==> src/rtl/seq_pkg.sv <==
// Shared definitions for the sequence pattern transmitter and the detector bench.
package seq_pkg;

  typedef enum logic [1:0] {
    IDLE  = 2'd0,
    SHIFT = 2'd1,
    GAP   = 2'd2,
    FIN   = 2'd3
  } state_e;

  // Target sequence of the detector FSM.
  localparam logic [7:0] DEF_PAT = 8'b1110_0011;

endpackage

==> src/rtl/seq_piso.sv <==
// Parallel-load, MSB-first shift register; exposes the bit that follows the current MSB.
module seq_piso #(
  parameter int W = 8
) (
  input  logic         clk,
  input  logic         rst_n,
  input  logic         load,
  input  logic         shift,
  input  logic [W-1:0] din,
  output logic         next_bit
);

  logic [W-1:0] sr_q;
  logic [W-1:0] sr_d;

  // Rotating keeps every bit live; the owner reloads before each repetition anyway.
  always_comb begin
    sr_d = sr_q;
    if (load) begin
      sr_d = din;
    end else if (shift) begin
      sr_d = {sr_q[W-2:0], sr_q[W-1]};
    end
  end

  always_ff @(posedge clk or negedge rst_n) begin
    if (!rst_n) begin
      sr_q <= '0;
    end else begin
      sr_q <= sr_d;
    end
  end

  assign next_bit = sr_q[W-2];

endmodule

==> src/rtl/seq_pattern_tx.sv <==
// Bit-serial pattern transmitter: sends a latched pattern MSB-first for REPEAT
// repetitions with a one-cycle gap between them, then pulses DONE.
//
// Handshake: START is a request sampled only in IDLE, accepted on the same edge
// (no ready signal); VALID marks each cycle OUT carries a pattern bit; ABORT
// overrides everything and returns the block to IDLE on the next edge.
module seq_pattern_tx #(
  parameter int               PAT_W   = 8,
  parameter int               CNT_W   = 4,
  parameter logic [PAT_W-1:0] DEF_PAT = seq_pkg::DEF_PAT
) (
  input  logic                 CLK,
  input  logic                 RST_N,
  input  logic                 START,
  input  logic                 ABORT,
  input  logic                 USE_DEF,
  input  logic [PAT_W-1:0]     PATTERN,
  input  logic [CNT_W-1:0]     REPEAT,
  output logic                 OUT,
  output logic                 VALID,
  output logic                 BUSY,
  output logic                 DONE,
  output seq_pkg::state_e      DBG_STATE
);

  import seq_pkg::*;

  localparam int               IDX_W    = $clog2(PAT_W);
  localparam logic [IDX_W-1:0] LAST_IDX = IDX_W'(PAT_W - 1);

  state_e             state_q, state_d;
  logic [PAT_W-1:0]   pat_q, pat_d;
  logic [CNT_W-1:0]   rep_q, rep_d;
  logic [IDX_W-1:0]   idx_q, idx_d;
  logic               out_q, out_d;
  logic               valid_q, valid_d;
  logic               busy_q, busy_d;
  logic               done_q, done_d;

  logic               piso_load;
  logic               piso_shift;
  logic [PAT_W-1:0]   piso_din;
  logic               piso_next_bit;
  logic [PAT_W-1:0]   pat_sel;

  assign pat_sel = USE_DEF ? DEF_PAT : PATTERN;

  seq_piso #(.W(PAT_W)) u_piso (
    .clk      (CLK),
    .rst_n    (RST_N),
    .load     (piso_load),
    .shift    (piso_shift),
    .din      (piso_din),
    .next_bit (piso_next_bit)
  );

  always_comb begin
    state_d    = state_q;
    pat_d      = pat_q;
    rep_d      = rep_q;
    idx_d      = idx_q;
    out_d      = 1'b0;
    valid_d    = 1'b0;
    busy_d     = 1'b0;
    done_d     = 1'b0;
    piso_load  = 1'b0;
    piso_shift = 1'b0;
    piso_din   = pat_q;

    case (state_q)
      IDLE: begin
        if (START) begin
          pat_d     = pat_sel;
          rep_d     = (REPEAT == '0) ? '0 : REPEAT - CNT_W'(1);
          idx_d     = '0;
          piso_load = 1'b1;
          piso_din  = pat_sel;
          out_d     = pat_sel[PAT_W-1];
          valid_d   = 1'b1;
          busy_d    = 1'b1;
          state_d   = SHIFT;
        end
      end
      SHIFT: begin
        if (idx_q == LAST_IDX) begin
          if (rep_q != '0) begin
            rep_d   = rep_q - CNT_W'(1);
            busy_d  = 1'b1;
            state_d = GAP;
          end else begin
            done_d  = 1'b1;
            state_d = FIN;
          end
        end else begin
          idx_d      = idx_q + IDX_W'(1);
          piso_shift = 1'b1;
          out_d      = piso_next_bit;
          valid_d    = 1'b1;
          busy_d     = 1'b1;
        end
      end
      GAP: begin
        idx_d     = '0;
        piso_load = 1'b1;
        out_d     = pat_q[PAT_W-1];
        valid_d   = 1'b1;
        busy_d    = 1'b1;
        state_d   = SHIFT;
      end
      FIN: begin
        state_d = IDLE;
      end
      default: begin
        state_d = IDLE;
      end
    endcase

    // Abort discards whatever the state logic decided, including a fresh START.
    if (ABORT) begin
      state_d    = IDLE;
      rep_d      = '0;
      idx_d      = '0;
      out_d      = 1'b0;
      valid_d    = 1'b0;
      busy_d     = 1'b0;
      done_d     = 1'b0;
      piso_load  = 1'b0;
      piso_shift = 1'b0;
    end
  end

  always_ff @(posedge CLK or negedge RST_N) begin
    if (!RST_N) begin
      state_q <= IDLE;
      pat_q   <= '0;
      rep_q   <= '0;
      idx_q   <= '0;
      out_q   <= 1'b0;
      valid_q <= 1'b0;
      busy_q  <= 1'b0;
      done_q  <= 1'b0;
    end else begin
      state_q <= state_d;
      pat_q   <= pat_d;
      rep_q   <= rep_d;
      idx_q   <= idx_d;
      out_q   <= out_d;
      valid_q <= valid_d;
      busy_q  <= busy_d;
      done_q  <= done_d;
    end
  end

  assign OUT       = out_q;
  assign VALID     = valid_q;
  assign BUSY      = busy_q;
  assign DONE      = done_q;
  assign DBG_STATE = state_q;

endmodule

==> config.mk <==
export PLATFORM = sky130hd
export DESIGN_NAME = seq_pattern_tx
export DESIGN_NICKNAME = d
export VERILOG_FILES = /design/src/rtl/seq_pkg.sv /design/src/rtl/seq_piso.sv /design/src/rtl/seq_pattern_tx.sv
export SDC_FILE = /design/constraint.sdc
export NUM_CORES = 1
export LEC_CHECK = 0
export BUFFER_PORTS_ARGS = -buffer_cell sky130_fd_sc_hd__buf_2
export CAP_MARGIN = 20
export CORE_ASPECT_RATIO = 0.8
export CORE_UTILIZATION = 60
export CTS_CLUSTER_DIAMETER = 100
export DETAILED_ROUTE_END_ITERATION = 8
export GPL_TIMING_DRIVEN = 0
export PLACE_DENSITY = 0.94
export SYNTH_ARGS = -nofsm -noshare
export SYNTH_HDL_FRONTEND = slang
export SYNTH_SLANG_ARGS = --single-unit
==> constraint.sdc <==
create_clock -name CLK -period 4.31 [get_ports CLK]
set_input_delay 0.862 -clock CLK [delete_from_list [all_inputs] [get_ports CLK]]
set_output_delay 0.862 -clock CLK [all_outputs]
set_load 0.01 [all_outputs]
### Word-level counts from Yosys, hierarchy flattened

Index checks and enable logic that the tools add are counted.

| operators by class | value |
|---|---|
| reductions and logical operators | 9 |
| mux-type cells | 40 |
| eq/ne operators | 8 |
| $add $sub $neg | 3 |

Operators by type and width:

| kind | count |
|---|---|
| 8-bit two-way mux | 5 |
| 4-bit two-way mux | 5 |
| 1-bit two-way mux | 17 |
| 3-bit inequality test, second input constant | 4 |
| 3-bit two-way mux | 3 |
| 1-bit one-hot mux with 3 select lines | 3 |
| 3-bit one-hot mux with 3 select lines | 1 |
| 2-bit one-hot mux with 4 select lines | 1 |
| 4-bit one-hot mux with 2 select lines | 1 |
| 4-bit nonzero test | 2 |
| 4-bit by 1-bit subtractor with 4-bit output, second input constant | 2 |
| 2-bit two-way mux | 3 |
| 2-bit equality test, second input constant | 2 |
| 4-bit logical NOT | 1 |
| 4-bit AND reduction | 1 |
| 3-bit by 1-bit adder with 3-bit output, second input constant | 1 |
| 3-bit equality test, second input constant | 1 |
| 3-bit AND reduction | 1 |
| 3-bit nonzero test | 1 |
| 2-bit by 1-bit equality test with 1-bit output, second input constant | 1 |
| 2-bit logical NOT | 1 |
| 1-bit one-hot mux with 2 select lines | 1 |
| 2-bit AND reduction | 1 |
| 2-bit nonzero test | 1 |

| storage, ports and cells | value |
|---|---|
| logic and storage cells | 69 |
| bits in registers | 29 |
| output and inout port bits | 6 |

### Depth between registers and ports, before layout

Gate-level depths: netlist (run 1).

| depth | value |
|---|---|
| word-level depth | 6 |
| depth in mapped cells | 7 |
| depth with buffers taken out | 6 |

### Modules after synthesis

A second synthesis (run 1) with hierarchy kept.

| second synthesis, totals | value |
|---|---|
| cells, all modules | 163 |
| area total of the unflattened synthesis | 1601.5 um^2 |

Modules (own cells, without submodules):

| module | area an instance (um^2) | instances | cells each |
|---|---|---|---|
| seq_pattern_tx | 1228.7 | 1 | 129 |
| seq_piso | 372.9 | 1 | 34 |

### Worst setup path before layout (run 1)

Ideal clock, no wire load.

| timing path | value |
|---|---|
| path kind | input to register |
| from | in ABORT |
| to | reg u_piso.sr_q[0] |
| required time | 4.185 ns |
| data arrival time | 1.773 ns |
| slack | 2.412 ns |
| setup time | 0.125 ns |
| stages on the path | 4 |
| cell sequence | nand2b_4 > nor2_4 > mux2_1 > mux2_2 |

| on the way | value |
|---|---|
| longest elaborated chain between the ends | 2 |

Ends and longest elaborated chain:

| what | line | RTL |
|---|---|---|
| start: declaration | seq_pattern_tx.sv:15 | `input logic ABORT,` |
| 1-bit two-way mux | seq_pattern_tx.sv:119 | `if (ABORT) begin` |
| 8-bit two-way mux or 2-bit nonzero test (tied branches) | n/a |  |
| end signal: assignment | seq_piso.sv:30 | `sr_q <= sr_d;` |
| end: declaration | seq_piso.sv:13 | `logic [W-1:0] sr_q;` |

Several ways; a longest one is shown, not always the timed one.
A chain may end at the register's enable or synchronous reset.

### Worst setup path after layout (run 1)

| timing path | value |
|---|---|
| from | reg idx_q[0] |
| to | reg u_piso.sr_q[0] |

| on the way | value |
|---|---|
| longest elaborated chain between the ends | 5 |

Ends and longest elaborated chain:

| what | line | RTL |
|---|---|---|
| start: declaration | seq_pattern_tx.sv:34 | `logic [IDX_W-1:0] idx_q, idx_d;` |
| start signal: assignment | seq_pattern_tx.sv:146 | `idx_q <= idx_d;` |
| 3-bit equality test | seq_pattern_tx.sv:85 | `if (idx_q == LAST_IDX) begin` |
| 1-bit two-way mux | seq_pattern_tx.sv:85 |  |
| 1-bit two-way mux | seq_pattern_tx.sv:70 | `case (state_q)` |
| 1-bit two-way mux | seq_pattern_tx.sv:119 |  |
| 2-bit nonzero test (no source line) | n/a |  |

No other way between the ends.

==> flow_summary_export.csv, run 1 <==
group,metric,value,unit
clock_tree,cts_tree,"built",
power_and_ir_drop,vdd.ir_drop.worst,242.8,uV
detailed_routing,drc,0,
synthesis,synthTopCellsByArea,"dfrtp_1, ha_1, mux2_2, mux2_1, nor2_1",
grt,grt_pass1_vias,1281,
detailed_routing,drt_pass1_iterations,4,
floorplan,dieArea,2927,um^2
synthesis,synth_cell_type_count,40,
placed_design,post_dp_cell_area,1783,um^2
timing,setup_viol,0,
power_and_ir_drop,clockPowerShare,27.9,%
power_and_ir_drop,power_density,450.8,nW/um^2
setup_path,required,4.54,ns
timing,fin_setup_tns,0,ns
cells_and_area,utilization,74.65,%
clock_tree,cts_setup_buffers,0,
placed_design,dp_slack,2.138,ns
setup_path,cp.arrival,2.24,ns
power_and_ir_drop,leakagePower,0.8913,nW
detailed_routing,ant_nets,0,
floorplan,initial_core_util,65.05,%
power_and_ir_drop,intPower,588.1,uW
clock_tree,cts_buffer_depth,2,
placed_design,globalplace.congestion,0.9595,
setup_path,crit_type,"reg2reg",
clock_tree,cts.sinks,29,
floorplan,io_pins,23,
clock_tree,cts_buffers,5,
timing,fin_crit_sh,46.63,%
clock_tree,hold_buffers,0,
detailed_routing,drtIter0Drc,79,
detailed_routing,wire_per_inst,15.52,um
cells_and_area,nets,214,
grt,antenna_found_initial,0,
timing,hold_ws,0.4932,ns
timing,worstMarginPinSlew,0.6319,ns
synthesis,avgSynthCellArea,10.37,um^2
setup_path,crit_path_max_incr_delay,0.40,ns
floorplan,core_area,2502,um^2
cells_and_area,stdcell_area,1868,um^2
cells_and_area,final_layout_size_suffix_gt1_share,26.20,%
clock_tree,ctsRootBufferMaster,"clkbuf_4",
grt,grt_overflow,0,
setup_path,r2r_slack,2.30,ns
status,run_status,"finished clean",
floorplan,die_width,60.24,um
detailed_routing,avgViaCountPerCell,5.785,
setup_path,end_kind,"flop",
synthesis,synth_warnings,0,
floorplan,die_h,48.59,um
worst_hold_path,hold_depth,2,
worst_hold_path,min-delay-start,"pat_q[6]$_DFF_PN0_",
synthesis,ys_seq_area_share,44.58,%
power_and_ir_drop,swShare,30.16,%
synthesis,synth_top_area_share,44.58,%
setup_path,ff2ff_path_depth,6,
synthesis,syn_area,1628,um^2
power_and_ir_drop,p_sw,254.0,uW
cells_and_area,area_growth,14.76,%
grt,grt_start_max_net_pins,30,
setup_path,timing.rr.end,"u_piso.sr_q[0]$_DFFE_PN0P_",
setup_path,r2r_start,"idx_q[0]$_DFFE_PN0P_",
worst_hold_path,worstHoldEndpoint,"pat_q[6]$_DFF_PN0_",
setup_path,crit_top_cell,"ha_1",
synthesis,synthCells,157,
timing,rsz0062_at_grt,"false",
power_and_ir_drop,comb_power_share,27.6,%
synthesis,ys_ff_latch,29,
setup_path,cp_slowest_cell,"dfrtp_1",
grt,grt_pass1_wl,5.809,mm
placed_design,port_buffers,22,
setup_path,crit_fanout,9,
floorplan,rows,16,
timing,period_needed,2.010,ns
detailed_routing,routed_wl,3.462,mm
timing,fin_ws,2.300,ns
timing,hold_viol,0,
grt,grt_usage,27.60,%
clock_tree,clkSlewWorstSetupHoldPaths,0.09,ns
setup_path,worstPathCellList,"ha_1, ha_1, buf_2, nor2_4, mux2_1, mux2_2",
setup_path,path_delay_family,"multiplexers",
setup_path,cp-start-kind,"flop",
cells_and_area,num_antenna_cells,0,
timing,slew_violations,0,
detailed_routing,num_vias,1290,
synthesis,postSynthNetCount,185,
timing,relSlewSlack,57.87,%
timing,fmax,497.6,MHz
clock_tree,h-tree-depth,2,
timing,skew,0.007235,ns
clock_tree,clk_latency,0.34,ns
cells_and_area,mostFrequentLayoutCell,"dfrtp_1",
worst_hold_path,hold_path.class,"reg2reg",
synthesis,synth.largest_area_cell,"dfrtp_1",
job,max-cap-violations,0,
placed_design,hpwlAfterDp,2.437,mm
setup_path,path_buf_inv,1,
power_and_ir_drop,p_seq_share,44.5,%
clock_tree,cts_resized,0,
cells_and_area,layout_common_cells,"dfrtp_1, buf_2, nor2_1",
[registers in the layout (all words and copies together), names as in the netlist]
name / count
u_piso.sr_q: 8
DONE: 1
DBG_STATE: 2
rep_q: 4
VALID: 1
pat_q: 8
BUSY: 1
idx_q: 3
OUT: 1
[power by group through the flow]
stage,Clock [mW],Combinational [mW],Sequential (mW)
2_1_floorplan,0,0.168,0.369
3_3_place_gp,0,0.212,0.373
3_5_place_dp,0,0.229,0.379
4_1_cts,0.239,0.230,0.374
5_1_grt,0.250,0.253,0.382
6_report,0.235,0.232,0.375
[metal layers]
metal,global-route usage [%],wire length (um),part of all wire [%],up-vias
met5,0,0,0,-
met1,33.51,1476,43,633
met3,8.289,241,7.0,12
met4,15.89,72,2.1,0
li1,-,-,-,601
met2,42.67,1672,48,44
[layout make-up]
| class | instances | area (um^2) |
|---|---|---|
| clock buffer | 7 | 55.05 |
| sequential | 29 | 725.7 |
| tap | 36 | 45.04 |
| inverter | 14 | 52.55 |
| timing repair buffer | 22 | 110.1 |
| clock inverter | 1 | 30.03 |
| buffer | 4 | 21.27 |
| fill | 156 | 634.4 |
| multi-input combinational | 110 | 828.3 |
[worst register-to-register path, cell delays in order, from the launching register on]
cell	delay, ns
dfrtp_1	0.40
ha_1	0.23
ha_1	0.19
buf_2	0.18
nor2_4	0.29
mux2_1	0.35
mux2_2	0.27
[synthesized netlist by cell type (all sizes together)]
| cell | n |
|---|---|
| dfrtp | 29 |
| mux2 | 17 |
| nor2 | 17 |
| inv | 14 |
| nand2 | 13 |
| ha | 11 |
| o21ai | 9 |
| nor3 | 6 |
| a21oi | 5 |
| nand2b | 5 |
| a211oi | 4 |
| buf | 4 |
| mux2i | 3 |
| a221oi | 2 |
| nor2b | 2 |
| nor3b | 2 |
| or3 | 2 |
| a2111oi | 1 |
| a21boi | 1 |
| a21o | 1 |
| and3 | 1 |
| nand3 | 1 |
| nand4b | 1 |
| nor4 | 1 |
| o2111ai | 1 |
| o22ai | 1 |
| o311ai | 1 |
| o32a | 1 |
| xnor2 | 1 |
[logic make-up after synthesis]
logic type / count (synthesis) / share of synthesized area, %
mux: 20 / 13.61
compound gates: 27 / 12.15
simple gates: 51 / 16.14
fa+ha+maj: 11 / 8.455
xor+xnor: 1 / 0.5381
flops: 29 / 44.58
buf+inv: 18 / 4.535
[through the flow]
step,cells,power [mW]
6_report,223,0.8422
5_1_grt,223,0.8859
4_1_cts,223,0.8425
3_5_place_dp,215,0.6081
3_3_place_gp,215,0.5842
2_1_floorplan,157,0.5365
[worst max path at each step]
stage / start / endpoint / slack (ns) / cells past startpoint
3_5_place_dp: ABORT / u_piso.sr_q[0]$_DFFE_PN0P_ / 2.14 / 5
3_3_place_gp: ABORT / u_piso.sr_q[5]$_DFFE_PN0P_ / 2.18 / 5
2_1_floorplan: ABORT / u_piso.sr_q[0]$_DFFE_PN0P_ / 2.41 / 4
5_1_grt: idx_q[0]$_DFFE_PN0P_ / u_piso.sr_q[0]$_DFFE_PN0P_ / 2.23 / 6
6_report: idx_q[0]$_DFFE_PN0P_ / u_piso.sr_q[0]$_DFFE_PN0P_ / 2.30 / 6
4_1_cts: idx_q[0]$_DFFE_PN0P_ / u_piso.sr_q[0]$_DFFE_PN0P_ / 2.31 / 6
No activity file was read; power rests on OpenSTA's default activity.
==> run 2: changes to the inputs <==
--- a/config.mk
+++ b/config.mk
@@ -8,11 +8,11 @@
 export BUFFER_PORTS_ARGS = -buffer_cell sky130_fd_sc_hd__buf_2
 export CAP_MARGIN = 20
 export CORE_ASPECT_RATIO = 0.8
-export CORE_UTILIZATION = 60
+export CORE_UTILIZATION = 51
 export CTS_CLUSTER_DIAMETER = 100
 export DETAILED_ROUTE_END_ITERATION = 8
 export GPL_TIMING_DRIVEN = 0
-export PLACE_DENSITY = 0.94
+export PLACE_DENSITY = 0.86
 export SYNTH_ARGS = -nofsm -noshare
 export SYNTH_HDL_FRONTEND = slang
 export SYNTH_SLANG_ARGS = --single-unit
==> constraint.sdc (replaced) <==
create_clock -name CLK -period 1.7 [get_ports CLK]
set_input_delay 0.34 -clock CLK [delete_from_list [all_inputs] [get_ports CLK]]
set_output_delay 0.34 -clock CLK [all_outputs]
set_load 0.01 [all_outputs]
==> flow_summary_export.csv, run 2 (same netlist as run 1, synthesis figures left out) <==
group,metric,value,unit
power_and_ir_drop,total_power,2.447,mW
detailed_routing,ant_nets,0,
power_and_ir_drop,vdd.ir_drop.worst,856.2,uV
cells_and_area,layout_common_cells,"dfrtp_1, buf_2, buf_4",
cells_and_area,num_antenna_cells,0,
timing,slew_violations,0,
cells_and_area,nets,232,
status,violations,"setup timing",
power_and_ir_drop,leakagePower,1.029,nW
timing,fin_crit_sh,103.4,%
floorplan,core_area,2893,um^2
floorplan,die_h,52.53,um
floorplan,dieArea,3423,um^2
timing,setup_viol,9,
status,run_status,"complete, but fails checks",
setup_path,cp-start-kind,"flop",
timing,fmax,568.8,MHz
clock_tree,cts_tree,"built",
clock_tree,cts.sinks,29,
placed_design,hpwlAfterDp,2.553,mm
detailed_routing,routed_wl,4.521,mm
setup_path,crit_type,"reg2reg",
detailed_routing,avgViaCountPerCell,5.793,
floorplan,initial_core_util,56.27,%
placed_design,port_buffers,22,
job,max-cap-violations,0,
grt,grt_pass1_vias,1392,
setup_path,end_kind,"flop",
clock_tree,cts_buffer_depth,2,
grt,grt_start_max_net_pins,30,
setup_path,r2r_start,"DBG_STATE[1]$_DFFE_PN0P_",
detailed_routing,num_vias,1402,
cells_and_area,utilization,76.47,%
clock_tree,h-tree-depth,2,
setup_path,crit_start,"DBG_STATE[1]$_DFFE_PN0P_",
grt,grt_overflow,0,
grt,grt_pass1_wl,6.699,mm
cells_and_area,fillers,185,
floorplan,rows,17,
power_and_ir_drop,power_density,1106,nW/um^2
placed_design,globalplace.congestion,0.8176,
setup_path,r2r_slack,-0.06,ns
clock_tree,clkSlewWorstSetupHoldPaths,0.06,ns
cells_and_area,multi_input_area,987.2,um^2
cells_and_area,top_regs,"pat_q x8, u_piso.sr_q x8, rep_q x4",
detailed_routing,drt_pass1_iterations,4,
detailed_routing,drtIter0Drc,67,
cells_and_area,ff_latch_area,726.9,um^2
setup_path,ff2ff_path_depth,7,
setup_path,crit_fanout,5,
timing,skew,0.008792,ns
worst_hold_path,hold_path.class,"in2async",
detailed_routing,wire_per_inst,18.68,um
detailed_routing,drc,0,
timing,fin_ws,-0.05812,ns
setup_path,timing.rr.end,"u_piso.sr_q[1]$_DFFE_PN0P_",
cells_and_area,area_growth,35.90,%
clock_tree,ctsRootBufferMaster,"clkbuf_8",
setup_path,required,1.85,ns
grt,antenna_found_initial,0,
cells_and_area,mostFrequentLayoutCell,"dfrtp_1",
timing,hold_viol,0,
timing,rsz0062_at_grt,"true",
clock_tree,clk_latency,0.28,ns
timing,period_needed,1.758,ns
floorplan,die_width,65.17,um
clock_tree,cts_buffers,5,
setup_path,cp.arrival,1.91,ns
grt,grt_usage,27.81,%
floorplan,io_pins,23,
timing,worstMarginPinSlew,0.6544,ns
cells_and_area,final_layout_size_suffix_gt1_share,43.63,%
timing,relSlewSlack,56.38,%
run 2: cell count changes in the layout (fill, tap and decap cells not counted), moves of 5 or more:
cell | before | now
buf_4 | 1 | 16
clkbuf_8 | 1 | 6
clkbuf_4 | 5 | 0
mux2_1 | 8 | 0
ha_1 | 11 | 6
mux2_4 | 0 | 12
run 2: worst max path at each step:
stage,endpoint,slack [ns]
detailed placement,u_piso.sr_q[1]$_DFFE_PN0P_,-0.20
CTS,u_piso.sr_q[2]$_DFFE_PN0P_,-0.05
global placement,u_piso.sr_q[7]$_DFFE_PN0P_,-0.16
floorplan,u_piso.sr_q[0]$_DFFE_PN0P_,-0.07
global route,rep_q[2]$_DFFE_PN0P_,-0.09
finish,u_piso.sr_q[1]$_DFFE_PN0P_,-0.06
run 2: layout make-up:
| class | count | share of cell area (%) |
|---|---|---|
| Buffer | 3 | 1.018 |
| Clock buffer | 7 | 3.903 |
| Inverter | 14 | 2.545 |
| Sequential cell | 29 | 32.86 |
| Multi-Input combinational cell | 110 | 44.63 |
| Tap cell | 38 | 2.149 |
| Timing Repair Buffer | 41 | 12.90 |
run 2: routing by layer:
metal | share of wire, % | track usage [%] | vias to the layer above
li1 | - | - | 634
met1 | 41 | 33.38 | 690
met2 | 49 | 45.19 | 62
met3 | 6.7 | 8.478 | 16
met4 | 2.8 | 14.49 | 0
met5 | 0 | 0 | -
run 2: power by group:
group,leakage (nW),switching [mW],internal [mW],total [mW]
Combinational,0.617,0.394,0.505,0.899
Sequential,0.367,0.122,0.859,0.982
Clock,0.0443,0.247,0.320,0.567
Total,1.03,0.763,1.68,2.45
run 2: what timing repair did:
| item | 4_1_cts | 5_1_grt |
|---|---|---|
| endpoints found under the setup margin | 13 | 14 |
| hold buffers | 0 | 0 |
| pin swaps | 3 | 5 |
| endpoints found under the hold margin | 0 | 0 |
| buffers inserted | 11 | 8 |
| gates resized for setup | 8 | 19 |
run 2: critical path, cell delays in order, from the launching register on:
cell and delay (ns):
dfrtp_1 0.41, inv_2 0.12, ha_4 0.17, nand2b_4 0.07, nor2_4 0.17, buf_12 0.14, mux2_4 0.29, mux2_2 0.26
run 2: stage by stage:
step	setup WS, ns	area [um^2]	setup TNS (ns)	instances	hold slack, ns
floorplan	-0.06800	1695	-0.5440	157	0.04441
global placement	-0.1617	1853	-1.309	217	0.3899
detailed placement	-0.2001	1853	-1.754	217	0.4040
CTS	-0.05340	2074	-0.3196	234	0.1015
global route	-0.09282	2212	-0.7526	242	0.1324
finish	-0.05812	2212	-0.4234	242	0.08292
